<file path="src/rtl/button_event_decoder.sv">
// button_event_decoder: classifies debounced presses as short, long or double-click, with auto-repeat during long holds
module button_event_decoder #(
  parameter int TICK_DIV = 100000,
  parameter int LONG_T   = 50,
  parameter int DOUBLE_T = 25,
  parameter int REPEAT_T = 10
) (
  input  logic clk_core,
  input  logic rst_core,
  input  logic button_i,
  output logic short_o,
  output logic long_o,
  output logic double_o,
  output logic repeat_o,
  output logic held_o
);
  localparam int MAX_LD = LONG_T > DOUBLE_T ? LONG_T : DOUBLE_T;
  localparam int MAX_T = MAX_LD > REPEAT_T ? MAX_LD : REPEAT_T;
  localparam int TW = $clog2(MAX_T) + 1;
  localparam int PW = $clog2(TICK_DIV) + 1;
  localparam logic [2:0] IDLE           = 3'd0;
  localparam logic [2:0] PRESSED        = 3'd1;
  localparam logic [2:0] LONG_HELD      = 3'd2;
  localparam logic [2:0] WAIT_SECOND    = 3'd3;
  localparam logic [2:0] SECOND_PRESSED = 3'd4;
  // thresholds fire on the tick that would carry the timer onto the limit
  localparam logic [TW-1:0] LONG_END   = TW'(LONG_T - 1);
  localparam logic [TW-1:0] DOUBLE_END = TW'(DOUBLE_T - 1);
  localparam logic [TW-1:0] REPEAT_END = TW'(REPEAT_T - 1);
  localparam logic [PW-1:0] PRE_END    = PW'(TICK_DIV - 1);
  logic [2:0] state, state_n;
  logic [TW-1:0] timer;
  logic [PW-1:0] pre;
  logic prev_btn, rise, tick, sh, lg, db, rp;
  assign rise = button_i & ~prev_btn;
  assign tick = pre == PRE_END;
  always_comb begin
    state_n = state;
    sh = 1'b0;
    lg = 1'b0;
    db = 1'b0;
    rp = 1'b0;
    case (state)
      IDLE: state_n = rise ? PRESSED : IDLE;
      PRESSED: begin
        lg = button_i && tick && timer == LONG_END;
        state_n = !button_i ? WAIT_SECOND : lg ? LONG_HELD : PRESSED;
      end
      LONG_HELD: begin
        rp = button_i && REPEAT_T > 0 && tick && timer == REPEAT_END;
        state_n = button_i ? LONG_HELD : IDLE;
      end
      WAIT_SECOND: begin
        // expiry outranks a coincident rise; that rise opens a fresh sequence
        sh = tick && timer == DOUBLE_END;
        db = !sh && rise;
        state_n = sh ? (rise ? PRESSED : IDLE) : db ? SECOND_PRESSED : WAIT_SECOND;
      end
      SECOND_PRESSED: state_n = button_i ? SECOND_PRESSED : IDLE;
      default: state_n = IDLE;
    endcase
  end
  always_ff @(posedge clk_core) begin
    if (rst_core) begin
      state <= IDLE;
      timer <= '0;
      pre <= '0;
      prev_btn <= 1'b1;
      short_o <= 1'b0;
      long_o <= 1'b0;
      double_o <= 1'b0;
      repeat_o <= 1'b0;
      held_o <= 1'b0;
    end else begin
      prev_btn <= button_i;
      pre <= tick ? '0 : pre + 1'b1;
      state <= state_n;
      timer <= (state_n != state || rp) ? '0 : timer + TW'(tick);
      short_o <= sh;
      long_o <= lg;
      double_o <= db;
      repeat_o <= rp;
      held_o <= state_n == PRESSED || state_n == LONG_HELD || state_n == SECOND_PRESSED;
    end
  end
endmodule

</file>
<file path="config.mk">
export PLATFORM = sky130hd
export DESIGN_NAME = button_event_decoder
export DESIGN_NICKNAME = d
export VERILOG_FILES = /design/src/rtl/button_event_decoder.sv
export SDC_FILE = /design/constraint.sdc
export NUM_CORES = 1
export LEC_CHECK = 0
export BUFFER_PORTS_ARGS = -buffer_cell sky130_fd_sc_hd__buf_2
export CAP_MARGIN = 20
export CORE_MARGIN = 3
export CORE_UTILIZATION = 51
export DETAILED_ROUTE_END_ITERATION = 8
export GPL_ROUTABILITY_DRIVEN = 0
export PLACE_DENSITY = 0.68
export SLEW_MARGIN = 15
export SYNTH_ARGS = -nofsm -noshare
export SYNTH_HDL_FRONTEND = slang
export SYNTH_SLANG_ARGS = --single-unit
</file>
<file path="constraint.sdc">
create_clock -name clk_core -period 4.7 [get_ports clk_core]
set_input_delay 0.94 -clock clk_core [delete_from_list [all_inputs] [get_ports clk_core]]
set_output_delay 0.94 -clock clk_core [all_outputs]
set_load 0.005 [all_outputs]
</file>
Yosys cells after proc, flatten, opt, wreduce, memory -nomap -nowiden
Index checks and enable logic that the tools add are counted.
W data, S select, Z words.
{ "totals": {"regBits": 34, "input_bits": 3, "out_inout_bits": 5, "word_cells": 50} }
{ "classes": {"addsub": 2, "eq_ne": 12, "n_mux": 9, "bitwise_logic": 4, "n_reduce_logical": 14} }
{ "op_table": {"columns": ["cell", "count"], "rows": [
  ["$add A18 B1 Y18 const B", 1],
  ["$eq A18 B17 Y1 const B", 1],
  ["$pmux W3 S5", 1],
  ["$eq A3 B2 Y1 const B", 3],
  ["$mux W3", 3],
  ["$reduce_or A2 Y1", 4],
  ["$add A7 B1 Y7", 1],
  ["$eq A7 B4 Y1 const B", 1],
  ["$eq A7 B5 Y1 const B", 1],
  ["$eq A7 B6 Y1 const B", 1],
  ["$eq A3 B1 Y1 const B", 2],
  ["$eq A3 B3 Y1 const B", 2],
  ["$mux W2", 3],
  ["$logic_and A1 B1 Y1", 5],
  ["$logic_not A3 Y1", 1],
  ["$logic_or A1 B1 Y1", 3],
  ["$ne A3 B3 Y1", 1],
  ["$not A1 Y1", 3],
  ["$mux W1", 2],
  ["$and A1 B1 Y1", 1],
  ["$logic_not A1 Y1", 1]
]} }

Logic depth before layout (Yosys ltp)
{ "logic_depth": {"depth_word": 10, "depth_mapped": 12, "ltp_nobuf": 11} }

Worst setup path after synthesis
OpenSTA, ideal clock, no wires.
{ "synth_path": {"path_kind": "input port to flip-flop", "startpoint": "in button_i", "endpoint": "reg timer[2]", "setup_time_ps": 126, "arrival_time_ps": 2230, "t_required_ps": 4574, "path_slack_ps": 2344, "stages": 6, "n_path_buf": 1, "cell_sequence": "buf_4 -> or4b_1 -> mux2_2 -> o311a_2 -> a22oi_4 -> nor3_1"} }
{ "synth_via": {"elab_chain_len": 8, "elab_cells_between_ends": 17, "classes_between": "eq/ne: 1; mux: 9; bitwise: 1; reduce/logical: 6"} }
{ "synth_rtl": {"columns": ["element", "line_no", "text"], "rows": [
  ["start: declaration", "10", "input logic button_i,"],
  ["$and A1 B1 Y1 / $logic_and A1 B1 Y1 (equally long branches)", "35, 46, 50", null],
  ["$logic_and A1 B1 Y1, on equally long branches", "56, 46", null],
  ["$mux W3 / $mux W2 (equally long branches) (2 in series)", "57, 47", null],
  ["$pmux W3 S5", "43", "case (state)"],
  ["$ne A3 B3 Y1", "78", "timer <= (state_n != state || rp) ? '0 : timer + TW'(tick);"],
  ["$logic_or A1 B1 Y1 *", "78", null],
  ["$reduce_or A2 Y1 (no source line) *", null, null],
  ["end signal: assignment", "78", null],
  ["end: declaration", "32", "logic [TW-1:0] timer;"]
]} }
Every way passes the cells marked *; elsewhere a longest branch is shown, timed or not.
A chain may end at the register's enable or synchronous reset.

Worst setup path after layout
{ "layout_path": {"startpoint": "reg pre[0]", "endpoint": "reg held_o"} }
{ "layout_via": {"elab_chain_len": 10, "elab_cells_between_ends": 16, "classes_between": "eq/ne: 4; mux: 5; reduce/logical: 7"} }
{ "layout_rtl": {"columns": ["element", "line_no", "text"], "rows": [
  ["start: declaration", "33", "logic [PW-1:0] pre;"],
  ["start signal: assignment", "76", "pre <= tick ? '0 : pre + 1'b1;"],
  ["$eq A18 B17 Y1 *", "36", "assign tick = pre == PRE_END;"],
  ["$logic_and A1 B1 Y1", "55", "sh = tick && timer == DOUBLE_END;"],
  ["$logic_not A1 Y1", "56", "db = !sh && rise;"],
  ["$logic_and A1 B1 Y1", "56", null],
  ["$mux W3 (2 in series)", "57", "state_n = sh ? (rise ? PRESSED : IDLE) : db ? SECOND_PRESSED : WAIT_SECOND;"],
  ["$pmux W3 S5 *", "43", null],
  ["$eq A3 B1 Y1 / $eq A3 B2 Y1 (equally long branches)", "83", "held_o <= state_n == PRESSED || state_n == LONG_HELD || state_n == SECOND_PRESSED;"],
  ["$logic_or A1 B1 Y1", "83", null],
  ["$logic_or A1 B1 Y1 *", "83", null],
  ["end signal: assignment", "73", "held_o <= 1'b0;"],
  ["end signal: assignment", "83", null],
  ["end: declaration", "15", "output logic held_o"]
]} }
Marked as above.

==> reports/metrics.yaml <==
run_status:
  status: "complete, no violations"
route:
  wl_mm: 2.79
  first_pass_iters: 4
  via_per_inst: 5.48
  vias: 1278
  ant_nets: 0
  drc: 0
  drt_iter0_drc: 69
  wire_per_inst_um: 12.0
synth:
  synth_edf_count: 0
  synth.net_count: 192
  ys_ff_latch: 34
  synth-seq-area-share: 0.418
  yosys.area.top_type: "dfxtp_1"
  synth.area.top_cells: "dfxtp_1, nor2_1, xnor2_1"
  synth_area_per_cell_sq_um: 8.85
  synth.top_cell.area_share: 0.418
  synth_area_sq_um: 1630
  synth_cell_types: 38
  synthFlopType: "dfxtp_1"
  ys_warn_count: 0
  synthCells: 184
  synth_most_common_cell: "dfxtp_1"
  async_flop_share: 0
  synth_common_cells: "dfxtp_1, nor2_1, xnor2_1, xor2_1, nand2_1"
sta:
  period_minus_slack_ps: 2650
  timing.fmax_mhz: 377
  fin_worst_skew_ps: 6.19
  maxSlewHeadroom: 0.682
  worst_pin_slew_ps: 472
  setup_viol_count_final: 0
  rsz0062_at_grt: "no"
  hold_viol: 0
  holdWs_ps: 472
  final-max-slew-violation-count: 0
  finalCritPeriodShare: 0.565
  fin_setup_tns_ps: 0
pwr:
  power.density_nw_per_um2: 306
  p_leak_uw: 0.000634
  irDropWorstVdd_mv: 0.164
clocking:
  clock_sink_count: 34
  clkLatencyLatePin_ps: 330
  cts_hold_buf: 0
  numCtsBuffers: 5
  clk_path_buf_depth: 2
  h-tree-depth: 2
  cts_tree: "built"
  clk_pin_slew_ps: 100
  cts-resized-gates: 0
  postCtsSetupBuffers: 0
  ctsRootBufferMaster: "clkbuf_4"
grt:
  grt_start_max_net_pins: 17
  grt_pass1_vias: 1145
  antenna_found_initial: 0
  grt_pass1_wl_mm: 5.03
  grt_overflow: 0
  grtUsageTotal: 0.157
finish:
  area_delta_synth_final_pct: 7.38
  diodes: 0
  fillers: 278
  nNetsFinal: 198
  drive_above_1_share: 0.0995
  fin_area_sq_um: 1750
  stdcell_count: 233
die:
  rows: 19
  ioPinCount: 8
  core_area_sq_um: 2900
  die_x_um: 62.5
  initial_utilization: 0.561
  fp.dieH_um: 62.5
  die-area_sq_um: 3910
setup_path:
  crit_fanout: 7
  reg2reg_to: "held_o$_SDFF_PP0_"
  crit_family: "simple AND/OR/NAND/NOR gates"
  cpPeakStageDelay_ps: 380
  path_buf_inv: 0
  reg2reg_slack_ps: 2050
  timing.rr.start: "pre[0]$_SDFF_PP0_"
  crit_arrival_ps: 2920
  cp_cell_sequence: "ha_1, and4_1, nand2_1, nor3_2, nand4b_1, ha_1, nand3b_1, a21oi_1, xnor2_1, o21ai_0, a21oi_1"
  path_class: "reg -> reg"
  cp.required_ps: 4960
  start_kind: "flip-flop"
  cp_slowest_cell: "dfxtp_1"
  r2r_cells: 11
  end_kind: "flip-flop"
  cp_num_cells: 11
placed_design:
  placed_cell_area_sq_um: 1670
  io_buffers: 7
  dpl.hpwl_mm: 2.05
  place_inst: 225
hold_path:
  min_path_cells: 1
  hp-start: "pre[0]$_SDFF_PP0_"
  hp-class: "reg -> reg"
  min_to: "pre[0]$_SDFF_PP0_"
flow_run:
  maxCapViolations: 0
-- cell families after synthesis --
kind of cell               count (synthesis)  synth area share
AOI/OAI and AO/OA                         14            0.0653
xor gates and xnor gates                  22             0.118
adders and majority gates                  5            0.0384
buffers and inverters                     13            0.0377
DFF                                       34             0.418
muxes                                      1           0.00692
and+or+nand+nor                           95             0.315
-- how the worst max path moves through the flow --
stage                          endpoint         startpoint  slack (ps)
floorplan           timer[2]$_SDFF_PP0_           button_i        2340
global placement      held_o$_SDFF_PP0_  pre[0]$_SDFF_PP0_        2180
detailed placement    held_o$_SDFF_PP0_  pre[0]$_SDFF_PP0_        2090
CTS                   held_o$_SDFF_PP0_  pre[0]$_SDFF_PP0_        2050
global route          held_o$_SDFF_PP0_  pre[0]$_SDFF_PP0_        1750
finish                held_o$_SDFF_PP0_  pre[0]$_SDFF_PP0_        2050
-- sequential cells by signal, summed over array words and instances, names as in the netlist --
name,count
short_o,1
prev_btn,1
long_o,1
double_o,1
state,3
pre,18
held_o,1
timer,7
repeat_o,1
-- cell type report --
type / count / area, sq um / share of cell area
clock buffer: 7 / 45.0 / 0.0258
clock inverter: 1 / 30.0 / 0.0172
inverter: 5 / 18.8 / 0.0107
multi-input combinational: 137 / 886 / 0.507
sequential: 34 / 681 / 0.389
tap: 42 / 52.6 / 0.0301
timing repair buffer: 7 / 35.0 / 0.0200
-- where the power goes --
part           leakage [uW]  switching [uW]  internal (uW)  total, uW
combinational      0.000319            18.1           13.1       31.2
clock             0.0000395            92.5            113        205
sequential         0.000275            5.88            292        298
total              0.000634             117            418        535
-- placed cells by master, fill, tap and decap left out, types with 4 or more instances in the layout --
cell type / n
dfxtp_1: 34
nor2_1: 31
xor2_1: 11
xnor2_1: 11
nand2_1: 10
nand4_1: 7
buf_2: 7
nor4_1: 6
nand3_1: 6
inv_1: 5
nor3_1: 5
a21oi_1: 5
ha_1: 5
clkbuf_4: 5
nor3b_1: 4
and3_1: 4
-- worst reg2reg max path: cells and delay by family, from the launching register on --
| kind | cells | cell delay (ps) |
|---|---|---|
| DFF | 1 | 380 |
| adders and majority gates | 2 | 580 |
| AOI/OAI and AO/OA | 3 | 460 |
| and+or+nand+nor | 5 | 1030 |
| xor gates and xnor gates | 1 | 140 |
-- layer usage --
layer | wire [um] | global-route usage | vias up
li1 | - | - | 654
met1 | 1370 | 0.208 | 588
met2 | 1220 | 0.237 | 32
met3 | 157 | 0.0576 | 4
met4 | 37 | 0.0496 | 0
met5 | 0 | 0 | -
-- per-stage QoR --
stage          utilization  setup WS, ps  power, uW
2_1_floorplan            -          2340        330
3_3_place_gp         0.577          2180        335
3_5_place_dp         0.577          2090        336
4_1_cts              0.603          2050        542
5_1_grt              0.603          1750        562
6_report             0.603          2050        535
(Power assumes the default switching activity.)
